==> config.mk <==
export PLATFORM = sky130hd
export DESIGN_NAME = piso_serializer_flat
export DESIGN_NICKNAME = d
export VERILOG_FILES = /design/src/rtl/piso_serializer_if.sv /design/src/rtl/piso_serializer.sv /design/src/flat_wrapper.sv
export SDC_FILE = /design/constraint.sdc
export NUM_CORES = 1
export LEC_CHECK = 0
export ABC_AREA = 1
export CORE_AREA = 2 2 94 69
export CTS_CLUSTER_SIZE = 28
export DETAILED_ROUTE_END_ITERATION = 6
export DIE_AREA = 0 0 96 71
export GPL_TIMING_DRIVEN = 0
export SLEW_MARGIN = 15
export SYNTH_ARGS = -nofsm -noshare
export SYNTH_HDL_FRONTEND = slang
export SYNTH_SLANG_ARGS = --single-unit
==> constraint.sdc <==
create_clock -name clock -period 1.7 [get_ports clock]
set_input_delay 0.255 -clock clock [delete_from_list [all_inputs] [get_ports clock]]
set_output_delay 0.255 -clock clock [all_outputs]
set_load 0.02 [all_outputs]
==> src/rtl/piso_serializer_if.sv <==
// piso_serializer_if: parallel word load handshake between a sample producer and the serializer
interface piso_serializer_if #(
    parameter int WIDTH = 32
);
    logic [WIDTH-1:0] data_in;
    logic             data_valid;
    logic             data_ready;
    modport master (output data_in, output data_valid, input data_ready);
    modport slave (input data_in, input data_valid, output data_ready);
endinterface

==> src/rtl/piso_serializer.sv <==
// piso_serializer: parameterised parallel-in/serial-out word serializer with valid/ready load,
// divided bit clock and frame strobe; gapless when a new word is offered on the last bit cycle.
module piso_serializer #(
    parameter int WIDTH      = 32,
    parameter int CLK_DIV    = 4,
    parameter bit MSB_FIRST  = 1'b1,
    parameter bit IDLE_LEVEL = 1'b0
) (
    input  logic              clock,
    input  logic              reset_n,
    piso_serializer_if.slave  load,
    output logic              serial_out,
    output logic              sclk,
    output logic              frame,
    output logic              word_done
);
    localparam int DIV_W = $clog2(CLK_DIV);
    localparam int BIT_W = $clog2(WIDTH);
    localparam logic [DIV_W-1:0] DIV_LAST = DIV_W'(CLK_DIV - 1);
    localparam logic [DIV_W-1:0] DIV_HALF = DIV_W'(CLK_DIV / 2);
    localparam logic [BIT_W-1:0] BIT_LAST = BIT_W'(WIDTH - 1);

    typedef enum logic {IDLE, SHIFT} state_t;

    state_t           state, state_n;
    logic [WIDTH-1:0] shreg, shreg_n;
    logic [DIV_W-1:0] div_cnt, div_n;
    logic [BIT_W-1:0] bit_cnt, bit_n;
    logic             serial_n, sclk_n, frame_n;
    logic             last, accept;

    assign last            = state == SHIFT && bit_cnt == BIT_LAST && div_cnt == DIV_LAST;
    assign load.data_ready = state == IDLE || last;
    assign word_done       = last;
    assign accept          = load.data_valid && load.data_ready;

    // Serial outputs are registered from next-state values so they line up with the counters.
    always_comb begin
        state_n = state;
        shreg_n = shreg;
        div_n   = div_cnt;
        bit_n   = bit_cnt;
        if (accept) begin
            state_n = SHIFT;
            shreg_n = load.data_in;
            div_n   = '0;
            bit_n   = '0;
        end else if (state == SHIFT) begin
            div_n = div_cnt == DIV_LAST ? '0 : div_cnt + 1'b1;
            if (div_cnt == DIV_LAST) begin
                bit_n   = bit_cnt + 1'b1;
                shreg_n = MSB_FIRST ? shreg << 1 : shreg >> 1;
            end
            if (last) state_n = IDLE;
        end
        serial_n = state_n == SHIFT ? (MSB_FIRST ? shreg_n[WIDTH-1] : shreg_n[0]) : IDLE_LEVEL;
        sclk_n   = state_n == SHIFT && div_n >= DIV_HALF;
        frame_n  = state_n == SHIFT;
    end

    always_ff @(posedge clock or negedge reset_n) begin
        if (!reset_n) begin
            state      <= IDLE;
            shreg      <= '0;
            div_cnt    <= '0;
            bit_cnt    <= '0;
            serial_out <= IDLE_LEVEL;
            sclk       <= 1'b0;
            frame      <= 1'b0;
        end else begin
            state      <= state_n;
            shreg      <= shreg_n;
            div_cnt    <= div_n;
            bit_cnt    <= bit_n;
            serial_out <= serial_n;
            sclk       <= sclk_n;
            frame      <= frame_n;
        end
    end
endmodule

==> src/flat_wrapper.sv <==
// flat-port wrapper written by rule: the top's interface ports become plain ports
module piso_serializer_flat 
#(
    parameter int WIDTH      = 32,
    parameter int CLK_DIV    = 4,
    parameter bit MSB_FIRST  = 1'b1,
    parameter bit IDLE_LEVEL = 1'b0
)
  (clock, reset_n, serial_out, sclk, frame, word_done, load_data_in, load_data_valid, load_data_ready);
  piso_serializer_if #(.WIDTH(WIDTH)) load_i ();
  input  logic clock;
  input  logic reset_n;
  output logic serial_out;
  output logic sclk;
  output logic frame;
  output logic word_done;
  input wire logic [$bits(load_i.data_in)-1:0] load_data_in;
  input wire logic [$bits(load_i.data_valid)-1:0] load_data_valid;
  output wire logic [$bits(load_i.data_ready)-1:0] load_data_ready;
  assign load_i.data_in = load_data_in;
  assign load_i.data_valid = load_data_valid;
  assign load_data_ready = load_i.data_ready;
  piso_serializer #(.WIDTH(WIDTH), .CLK_DIV(CLK_DIV), .MSB_FIRST(MSB_FIRST), .IDLE_LEVEL(IDLE_LEVEL)) u_core (.clock(clock), .reset_n(reset_n), .load(load_i), .serial_out(serial_out), .sclk(sclk), .frame(frame), .word_done(word_done));
endmodule
== After elaboration in Yosys (flattened, before gate mapping) ==
Cells that the tools add are included.
Storage, ports and cells
  register bits: 42
  bits of input ports: 35
  output and inout port bits: 5
Cells by class
  $add $sub $neg: 2
  $lt $le $gt $ge: 1
  equality and inequality tests: 2
  muxes and demuxes: 13
  bitwise gates (word level): 1
  reductions and logical operators: 8
Operators with widths (number)
  2-to-1 mux 32 bit: 3
  2-to-1 mux 5 bit: 3
  2-to-1 mux 2 bit: 3
  adder 5 x 1 -> 5 bit, second input constant: 1
  equality test 5 bit, second input constant: 1
  logical AND 1 bit: 4
  2-to-1 mux 1 bit: 4
  nonzero test 2 bit: 2
  adder 2 x 1 -> 2 bit, second input constant: 1
  equality test 2 bit, second input constant: 1
  >= comparator 2 bit, second input constant: 1
  AND reduction 2 bit: 1
  logical OR 1 bit: 1
  inverter 1 bit: 1

== Logic depth before layout (Yosys ltp) ==
Gate-level depths: netlist (run 1).
  depth in word-level cells: 8
  gate-level depth with buffers: 10
  mapped depth without buffers: 10

== Worst setup path after synthesis (run 1) ==
No wires, ideal clock.
  path kind: flip-flop to flip-flop
  start point: reg u_core.bit_cnt[1]
  end point: reg u_core.shreg[10]
  setup time: 124 ps
  arrival: 1453 ps
  required time: 1576 ps
  path slack: 123 ps
  cell stages (with the launch flop): 11
  path buffers: 1
  period minus slack after synthesis: 1577 ps
  path through: dfrtp_1 -> ha_1 -> nand2_1 -> nor2_1 -> ha_1 -> nand3_2 -> nand2_2 -> nand2_4 -> buf_6 -> nand2_1 -> nand3_1
Between the ends
  word-level cells in the longest chain between the ends: 7
  elaborated cells on any way between the ends: 9
RTL lines
  start: declaration: RTL line piso_serializer.sv:28  | logic [BIT_W-1:0] bit_cnt, bit_n;
  start signal: assignment: RTL line piso_serializer.sv:74  | bit_cnt <= bit_n;
  equality test 5 bit *: RTL line piso_serializer.sv:32  | assign last = state == SHIFT && bit_cnt == BIT_LAST && div_cnt == DIV_LAST;
  logical AND 1 bit * (2 in series): RTL line piso_serializer.sv:32
  logical OR 1 bit *: RTL line piso_serializer.sv:33  | assign load.data_ready = state == IDLE || last;
  via load_data_ready: RTL line flat_wrapper.sv:19  | output wire logic [$bits(load_i.data_ready)-1:0] load_data_ready;
  logical AND 1 bit *: RTL line piso_serializer.sv:35  | assign accept = load.data_valid && load.data_ready;
  nonzero test 2 bit (no source line)
  AND reduction 2 bit (no source line)
  end signal: assignment: RTL line piso_serializer.sv:72  | shreg <= shreg_n;
  end: declaration: RTL line piso_serializer.sv:26  | logic [WIDTH-1:0] shreg, shreg_n;
The timed path passes the listed nets; every way through them passes the cells marked *.
A chain may end at the register's enable or synchronous reset.

== Final worst setup path (run 1) ==
  start point: reg u_core.bit_cnt[0]
  end point: out load_data_ready
Between the ends
  word-level cells in the longest chain between the ends: 4
RTL lines (RTL line)
  equality test 5 bit: piso_serializer.sv:32
  logical AND 1 bit (2 in series): piso_serializer.sv:32
  logical OR 1 bit: piso_serializer.sv:33
  end: declaration: flat_wrapper.sv:19
No other way between the ends.

==> reports/metrics.yaml, run 1 <==
outcome: "complete, but fails checks"
violations: "negative setup slack"
syn_area_mm2: 0.00219
maxCapViolCount: 0
port_buffers: 39
layout-drive-gt1-share: 0.266
slew_violations: 0
grt_pass1_vias: 1732
syn_nets: 326
rsz0062_at_grt: "yes"
cts_tree: "built"
rows: 24
dieWidth_um: 96
avgSynthCellArea_um2: 7.59
path_clk_slew_ns: 0.08
drt-initial-drc-count: 57
layout_commonest_cell: "nand2_1"
hold_viol_final: 0
drc: 0
criticalPathCategory: "flip-flop to primary output"
synth.distinct_cells: 22
cts_buffers: 5
crit_arrival_ns: 1.46
clock_path_buffers: 2
hpwlAfterDp_um: 3140
die-area_mm2: 0.00682
end_kind: "primary output"
clk_latency_ns: 0.29
post-route-period-util: 1.01
grt_pass1_wl_um: 8240
leakage_nw: 1.50
hp-class: "input port to asynchronous set/reset pin"
tightest_slew_ns: 0.467
io_pins: 40
relSlewSlack: 0.688
synth_seq_cells: 42
final_core_util: 0.524
cp_max_fo: 2
peakVddDrop_mv: 0.384
final_antenna_net_count: 0
antenna_cells: 0
setup_slack_ns: -0.0182
viasPerCell: 4.42
stdcell_count: 428
setup_violations: 2
gr-total-overflow: 0
fill_cells: 572
vias: 1891
die_h_um: 71
yosys_warnings: 0
firstDrtPassIters: 4
cts_root_buffer: "clkbuf_8"
required_ns: 1.44
synth-seq-area-share: 0.481
r2r_setup_slack_ns: 0.01
seqCellArea_mm2: 0.00105
grt_usage: 0.157
antenna_found_initial: 0
multiInputGateArea_mm2: 0.00108
routed_wl_um: 5220
grt_max_degree: 34
place_worst_setup_slack_ns: -0.342
fmax_ghz: 0.582
initial_core_util: 0.366
dp_cells: 406
place.gp.congestion: 0.728
numClockSinks: 42
period_minus_slack_ns: 1.72
mostFrequentLayoutCells: "nand2_1 (78), dfrtp_1 (42), inv_1 (36), clkdlybuf4s50_1 (36), nor2_1 (35)"
wl_per_cell_um: 12.2
start_kind: "flip-flop"
fin_nets: 387
syn_inst: 288
h-tree-depth: 2
p_per_area_mw_per_mm2: 1140
clock_skew_ns: 0.00474
core_area_mm2: 0.00598
area_delta_synth_final_pct: 43.3
area by class of cell:
type,instances,share of cell area
Multi-Input combinational cell,194,0.345
Sequential cell,42,0.335
Timing Repair Buffer,53,0.168
Inverter,39,0.0467
Buffer,14,0.0443
Tap cell,78,0.0311
Clock buffer,7,0.0275
Clock inverter,1,0.00160
state kept, by name, indices dropped and copies added (netlist names):
register           count
u_core.sclk            1
u_core.bit_cnt         5
u_core.shreg          32
u_core.frame           1
u_core.serial_out      1
u_core.div_cnt         2
cell usage after synthesis:
cell type    n  area share
a21boi_2     1      0.0051
a21oi_1      1      0.0023
buf_2        1      0.0023
buf_4        1      0.0034
buf_6       10       0.051
clkbuf_1     2      0.0034
dfrtp_1     42        0.48
ha_1         3       0.017
inv_1       37       0.063
inv_2        2      0.0034
mux2i_1      1      0.0046
nand2_1    101        0.17
nand2_2      2      0.0057
nand2_4      1      0.0051
nand3_1     36       0.082
nand3_2      1      0.0046
nor2_1      38       0.065
nor2_4       1      0.0051
o21ai_0      4      0.0092
o21ai_2      1      0.0040
xnor2_1      1      0.0040
xor2_1       1      0.0040
cells by family after synthesis:
logic type / count (synthesis) / synth area share
compound gates: 7 / 0.0206
xor+xnor: 2 / 0.00801
flops: 42 / 0.481
mux: 1 / 0.00458
fa+ha+maj: 3 / 0.0172
buf+inv: 53 / 0.128
simple gates: 180 / 0.342
power by group:
part | total [mW] | internal (mW) | switching [mW]
registers | 1.50 | 1.32 | 0.178
logic | 1.40 | 0.631 | 0.768
clock network | 0.669 | 0.328 | 0.341
metrics by stage:
| step | setup TNS (ns) | total power, mW | hold WS [ns] | cell area [µm²] |
|---|---|---|---|---|
| final | -0.0183 | 3.57 | 0.358 | 3130 |
| after global routing | -1.52 | 3.88 | 0.366 | 3130 |
| after CTS | -1.47 | 3.43 | 0.366 | 2870 |
| after detailed placement | -0.791 | 2.71 | 0.143 | 2690 |
| after global placement | -34.54 | 2.68 | 0.470 | 2680 |
| after floorplan | 0 | 2.34 | -0.0406 | 2190 |
critical path, cell delays in order (launching register included):
cell	delay (ns)
dfrtp_1	0.37
ha_2	0.20
nand2_2	0.07
nor2_4	0.10
ha_4	0.16
nand3_4	0.08
nand2_4	0.08
buf_6	0.11
timing repair:
item / CTS / global route
pin swaps: 6 / 15
cloned: 2 / 2
endpoints found under the setup margin: 31 / 40
gates resized for setup: 22 / 58
hold buffers: 1 / 0
buffers inserted: 4 / 5
endpoints found under the hold margin: 9 / 0
path summary, 6_finish.rpt:
path                                         from               end  cells past startpoint
worst min register to register    u_core.shreg[6]   u_core.shreg[6]                      2
worst max register to register  u_core.bit_cnt[0]   u_core.shreg[1]                     10
max in group asynchronous                 reset_n   u_core.shreg[4]                      3
worst min-delay path                      reset_n  u_core.shreg[31]                      2
worst max-delay path            u_core.bit_cnt[0]   load_data_ready                      7
min in group clock                u_core.shreg[6]   u_core.shreg[6]                      2
metal layers:
metal  GRT usage  vias up  part of all wire
met1       0.234      864              0.50
met2       0.225       38              0.45
li1            -      987                 -
met3      0.0373        2             0.042
met4      0.0524        0            0.0065
met5           0        -                 0
No activity file was read; power rests on OpenSTA's default activity.
==> run 2: changes to the inputs <==
==> constraint.sdc (replaced) <==
create_clock -name clock -period 1.4 [get_ports clock]
set_input_delay 0.21 -clock clock [delete_from_list [all_inputs] [get_ports clock]]
set_output_delay 0.21 -clock clock [all_outputs]
set_load 0.02 [all_outputs]
==> run 2 against run 1 <==
The run still ends with negative setup slack left. Largest power group is now combinational logic. Hold slack lost 0.023 ns. Setup slack worse by 0.40 ns. Die area unchanged. First-iteration DRC count is 26% higher. Cell count up 1.6%. Final area grew 12%. Highest routed layer unchanged.
==> reports/metrics.yaml, run 2 (synthesis gave the netlist of run 1 again) <==
numClockSinks: 42  # unchanged
dieWidth_um: 96  # unchanged
end_kind: "flip-flop"
tightest_slew_ns: 0.513  # +0.0459 ns
antenna_found_initial: 0  # unchanged
die-area_mm2: 0.00682  # unchanged
met2_usage: 0.265  # +0.0409
area_delta_synth_final_pct: 60.7
leakage_nw: 1.71  # +14%
start_kind: "flip-flop"
grtUsageMet1: 0.244  # +0.0103
reg_top3: "u_core.shreg (32), u_core.bit_cnt (5), u_core.div_cnt (2)"
p_comb_frac: 0.376  # -0.016
hold_viol_final: 0  # unchanged
rows: 24  # unchanged
mostFrequentLayoutCells: "nand2_1 (58), dfrtp_1 (42), inv_1 (37), nor2_1 (37), clkdlybuf4s50_1 (33)"
final_antenna_net_count: 0  # unchanged
hpwlAfterDp_um: 3260  # +4.0%
crit_arrival_ns: 2.01  # +0.55 ns
largest_register_ffs: 32  # unchanged
cts_root_buffer: "clkbuf_8"
fmax_ghz: 0.550
vias: 2008  # +6.2%
slew_violations: 0  # unchanged
fin_hold_ws_ns: 0.334  # -0.0235 ns
place_worst_setup_slack_ns: -0.575  # -0.233 ns
p_int_mw: 3.16  # +39%
grt_max_degree: 30  # -12%
drt-initial-drc-count: 72  # +26%
clock_skew_ns: 0.00869  # +0.00396 ns
grt_usage: 0.173  # +0.0155
relSlewSlack: 0.657  # -0.0307
routed_wl_um: 6050  # +16%
viasPerCell: 4.62  # +4.5%
hp-class: "input port to asynchronous set/reset pin"
core_area_mm2: 0.00598  # unchanged
r2r_setup_slack_ns: -0.42  # -0.43 ns
peakVddDrop_mv: 0.642  # +67%
regMostFlops: "u_core.shreg"
antenna_cells: 0  # unchanged
die_h_um: 71  # unchanged
firstDrtPassIters: 6  # +2
rsz0062_at_grt: "yes"
switchingPower_mw: 1.71  # +33%
p_sw_frac: 0.352  # -0.00887
setup_violations: 42  # +40
p_clk_frac: 0.250  # +0.063
maxCapViolCount: 0  # unchanged
layout-drive-gt1-share: 0.364  # +0.0984
clk_latency_ns: 0.30  # about the same
io_pins: 40  # unchanged
place.gp.congestion: 0.769  # +5.7%
h-tree-depth: 2  # unchanged
cts_buffers: 5  # unchanged
port_buffers: 39  # unchanged
layout_commonest_cell: "nand2_1"
initial_core_util: 0.366  # unchanged
use_met3: 0.0437  # +0.00639
grt_pass1_wl_um: 9000  # +9.2%
fin_nets: 394  # +1.8%
grt_pass1_vias: 1929  # +11%
setup_slack_ns: -0.417  # -0.398 ns
criticalPathCategory: "flip-flop to flip-flop"
post-route-period-util: 1.30
drc: 0  # unchanged
dp_cells: 406  # unchanged
outcome: "complete, but fails checks"
required_ns: 1.59  # +0.15 ns
stdcell_count: 435  # +1.6%
p_per_area_mw_per_mm2: 1390  # +22%
clock_path_buffers: 2  # unchanged
cts_tree: "built"
violations: "negative setup slack"
path_clk_slew_ns: 0.09  # about the same
period_minus_slack_ns: 1.82
cp_max_fo: 6  # +4
busiest_layer: "met2"
gr-total-overflow: 0  # unchanged
p_seq_frac: 0.374  # -0.047
wl_per_cell_um: 13.9  # +14%
==> run 2: changes by cell type in the layout (fill, tap and decap cells not counted), moves of 2 or more <==
| cell | before | now |
|---|---|---|
| buf_12 | 1 | 3 |
| buf_4 | 8 | 12 |
| buf_6 | 16 | 13 |
| bufinv_16 | 0 | 2 |
| clkbuf_16 | 0 | 2 |
| clkbuf_2 | 2 | 0 |
| clkdlybuf4s50_1 | 36 | 33 |
| dlygate4sd2_1 | 0 | 3 |
| nand2_1 | 78 | 58 |
| nand2_4 | 5 | 25 |
| nand3_1 | 19 | 5 |
| nand3_2 | 17 | 32 |
| nor2_1 | 35 | 37 |
==> run 2: final timing paths <==
check | startpoint | end | depth (start not counted)
min in group clock | load_data_in[20] | u_core.shreg[20] | 3
worst min-delay path | reset_n | u_core.sclk | 2
worst max-delay path | u_core.bit_cnt[0] | u_core.shreg[1] | 11
worst max register to register | u_core.bit_cnt[0] | u_core.shreg[1] | 11
max in group asynchronous | reset_n | u_core.shreg[9] | 3
worst min register to register | u_core.shreg[12] | u_core.shreg[12] | 2
==> run 2: per-stage QoR <==
step | setup TNS [ns] | cell area, µm² | power (mW) | util
6_report | -14.56 | 3510 | 4.87 | 0.588
5_1_grt | -18.54 | 3510 | 5.20 | 0.588
4_1_cts | -12.48 | 3140 | 4.66 | 0.525
3_5_place_dp | -11.09 | 2700 | 3.30 | 0.451
3_3_place_gp | -56.82 | 2680 | 3.25 | 0.448
2_1_floorplan | -4.07 | 2190 | 2.84 | -
==> run 2: area by class of cell <==
cell class	instances	area [µm²]
buffer	14	149
clock buffer	6	82.6
clock inverter	2	60.1
fill	524	2460
inverter	39	146
multi-input combinational	194	1290
sequential	42	1050
tap	78	97.6
timing repair buffer	60	639
==> run 2: per-layer routing <==
metal | vias to the layer above | share of wire
met5 | - | 0
met4 | 0 | 0.010
met3 | 9 | 0.040
met2 | 44 | 0.48
met1 | 951 | 0.47
li1 | 1004 | -
==> run 2: power groups by stage <==
stage / clock, mW / sequential, mW / combinational [mW]
after floorplan: 0 / 1.82 / 1.02
after global placement: 0 / 1.82 / 1.44
after detailed placement: 0 / 1.83 / 1.47
after CTS: 1.23 / 1.81 / 1.62
after global routing: 1.28 / 1.86 / 2.06
final: 1.22 / 1.82 / 1.83
==> run 2: timing repair <==
action                                 4_1_cts  5_1_grt
hold buffers                                 1        0
setup endpoints to repair                   44       43
pin swaps                                   16       28
setup buffers                                7        7
endpoints found under the hold margin       13        0
resized for setup                           62       69
cloned                                       3        3
==> run 2: worst max-delay path, cell delays in order (launching register included) <==
cell	delay, ns
dfrtp_1	0.39
ha_2	0.20
nand2_2	0.06
nor2_2	0.04
ha_2	0.17
buf_4	0.14
a21boi_4	0.18
nor2_4	0.07
buf_4	0.14
buf_6	0.12
nand2_1	0.10
nand3_2	0.08
==> run 3: changes to the inputs <==
--- a/config.mk
+++ b/config.mk
@@ -6,11 +6,12 @@
 export NUM_CORES = 1
 export LEC_CHECK = 0
 export ABC_AREA = 1
-export CORE_AREA = 2 2 94 69
+export CORE_AREA = 2 2 85 63
 export CTS_CLUSTER_SIZE = 28
 export DETAILED_ROUTE_END_ITERATION = 6
-export DIE_AREA = 0 0 96 71
+export DIE_AREA = 0 0 87 65
 export GPL_TIMING_DRIVEN = 0
+export PLACE_DENSITY = 0.74
 export SLEW_MARGIN = 15
 export SYNTH_ARGS = -nofsm -noshare
 export SYNTH_HDL_FRONTEND = slang
==> run 3 against run 2 <==
The flow still finishes with violations (negative setup slack). Critical path depth fell by 4. Routed wire length down 16%. Clock power is 39% lower. Setup slack improved by 0.068 ns. Total power shrank 11%. Clock skew is 0.0044 ns lower. Register-to-register slack better by 0.08 ns. Clock-buffer cell count is 1 higher. Final area fell by 8.6%. Sequential power about the same. Global-route usage is 2.0 points higher. Non-clock buffer count is 7 lower. Critical endpoint is now load_data_ready. Highest routed layer unchanged.
==> reports/metrics.yaml, run 3 (synthesis gave the netlist of run 1 again) <==
placed_area_mm2: 0.00267  # -0.84%
layout-drive-gt1-share: 0.321  # -0.0432
setup_violations: 43  # +2.4%
cts_tree: "built"
firstDrtPassIters: 4  # -2
area_delta_synth_final_pct: 46.9
grt_pass1_wl_um: 8480  # -5.7%
cts_root_buffer: "clkbuf_8"
gr-total-overflow: 0  # unchanged
cp-startpoint: "u_core.bit_cnt[1]"
path_clk_slew_ns: 0.08  # about the same
core_area_mm2: 0.00493  # -18%
setup_slack_ns: -0.349  # +0.0677 ns
clock_path_buffers: 2  # unchanged
start_kind: "flip-flop"
crit_end: "load_data_ready"
relSlewSlack: 0.711  # +0.0537
hold_viol_final: 0  # unchanged
end_kind: "primary output"
h-tree-depth: 2  # unchanged
hp-class: "input port to asynchronous set/reset pin"
reg_top3: "u_core.shreg (32), u_core.bit_cnt (5), u_core.div_cnt (2)"
numClockSinks: 42  # unchanged
cts_buffers: 5  # unchanged
tightest_slew_ns: 0.434  # -0.0790 ns
routed_wl_um: 5080  # -16%
antenna_found_initial: 0  # unchanged
antenna_cells: 0  # unchanged
crit_arrival_ns: 1.54  # -0.47 ns
grt_max_degree: 29  # -3.3%
cp_max_fo: 2  # -4
hpwlAfterDp_um: 3070  # -6.0%
clock_skew_ns: 0.00425  # -0.00444 ns
io_pins: 40  # unchanged
initial_core_util: 0.444  # +0.0779
die_h_um: 65  # -8.5%
rsz0062_at_grt: "yes"
viasPerCell: 4.76  # +3.0%
place.gp.congestion: 0.783  # +1.8%
clk_latency_ns: 0.29  # about the same
fin_area_mm2: 0.00321  # -8.6%
regMostFlops: "u_core.shreg"
maxCapViolCount: 0  # unchanged
drt-initial-drc-count: 69  # -4.2%
mostFrequentLayoutCells: "nand2_1 (68), dfrtp_1 (42), inv_1 (37)"
post-route-period-util: 1.25  # -0.0484
p_per_area_mw_per_mm2: 1350  # -2.3%
rr_endpoint: "u_core.shreg[18]"
rows: 22  # -8.3%
slew_violations: 0  # unchanged
wl_per_cell_um: 12.4  # -11%
fmax_ghz: 0.572  # +3.9%
final_antenna_net_count: 0  # unchanged
grt_pass1_vias: 1818  # -5.8%
violations: "negative setup slack"
period_minus_slack_ns: 1.75  # -0.0677 ns
cpPeakStageDelay_ns: 0.37  # -0.02 ns
vias: 1945  # -3.1%
fin_nets: 387  # -1.8%
worst_path_most_repeated_cell: "ha_2"
layout_commonest_cell: "nand2_1"
r2r_start: "u_core.bit_cnt[1]"
finalPower_mw: 4.35  # -11%
required_ns: 1.19  # -0.40 ns
critical-path-slowest-cell: "dfrtp_1"
port_buffers: 39  # unchanged
outcome: "complete, but fails checks"
drc: 0  # unchanged
crit_chain: "ha_2 -> nand2_1 -> nor2_1 -> ha_2 -> nand3_2 -> nand2_4 -> buf_6"
leakage_nw: 1.59  # -7.2%
dieWidth_um: 87  # -9.4%
largest_register_ffs: 32  # unchanged
criticalPathCategory: "flip-flop to primary output"
peakVddDrop_mv: 0.783  # +22%
die-area_mm2: 0.00566  # -17%
grt_usage: 0.193  # +0.0203
r2r.worst_path.cells: 11  # unchanged
r2r_setup_slack_ns: -0.34  # +0.08 ns
run 3: cell types whose count changed in the layout (fill, tap and decap cells not counted), moves of 2 or more:
cell / delta
nand2_2: +7
clkbuf_1: +2
nand2_4: -16
nand2_1: +10
bufinv_16: -2
clkbuf_16: -2
buf_4: -5
buf_6: +2
run 3: area by class of cell:
class	instances	area, µm²
Buffer	14	136
Clock buffer	7	76.3
Fill cell	404	1710
Inverter	39	146
Multi-Input combinational cell	194	1180
Sequential cell	42	1050
Tap cell	60	75.1
Timing Repair Buffer	53	552
run 3: report_power, final:
group,switching [mW],total (mW),leakage [nW],internal (mW)
clock,0.395,0.739,0.0383,0.344
sequential,0.211,1.82,0.557,1.61
combinational,0.991,1.80,0.990,0.806
run 3: metal layers:
layer | up-vias | GRT usage | routed length [µm]
met5 | - | 0 | 0
met4 | 0 | 0.0586 | 74
met3 | 14 | 0.0446 | 272
met2 | 57 | 0.282 | 2280
met1 | 884 | 0.283 | 2460
li1 | 990 | - | -
run 3: metrics by stage:
step / std cells / TNS [ns] / util / setup WS [ns] / hold slack [ns]
final: 409 / -12.77 / 0.652 / -0.349 / 0.362
after global routing: 409 / -16.83 / 0.652 / -0.434 / 0.390
after CTS: 406 / -11.52 / 0.631 / -0.337 / 0.354
after detailed placement: 388 / -10.67 / 0.542 / -0.573 / 0.142
after global placement: 387 / -52.01 / 0.539 / -1.02 / 0.470
after floorplan: 288 / -4.07 / - / -0.129 / -0.0856
run 3: what timing repair did:
action	CTS	global route
setup endpoints to repair	44	43
hold endpoints to repair	14	0
cloned	4	0
pin swaps	30	11
hold buffers	1	0
gates resized for setup	81	22
setup buffers	6	3
run 3: critical path: cells and delay by family (launching register included):
family / cells / cell delay [ns]
DFF: 1 / 0.37
adders and majority gates: 2 / 0.39
and+or+nand+nor: 4 / 0.37
buffers and inverters: 1 / 0.12
run 3: worst min path at each step:
stage / from / endpoint / cells after the start
after floorplan: reset_n / u_core.bit_cnt[0] / 0
after global placement: u_core.bit_cnt[4] / u_core.bit_cnt[4] / 2
after detailed placement: reset_n / u_core.sclk / 1
after CTS: reset_n / u_core.frame / 2
after global routing: reset_n / u_core.sclk / 2
final: reset_n / u_core.sclk / 2
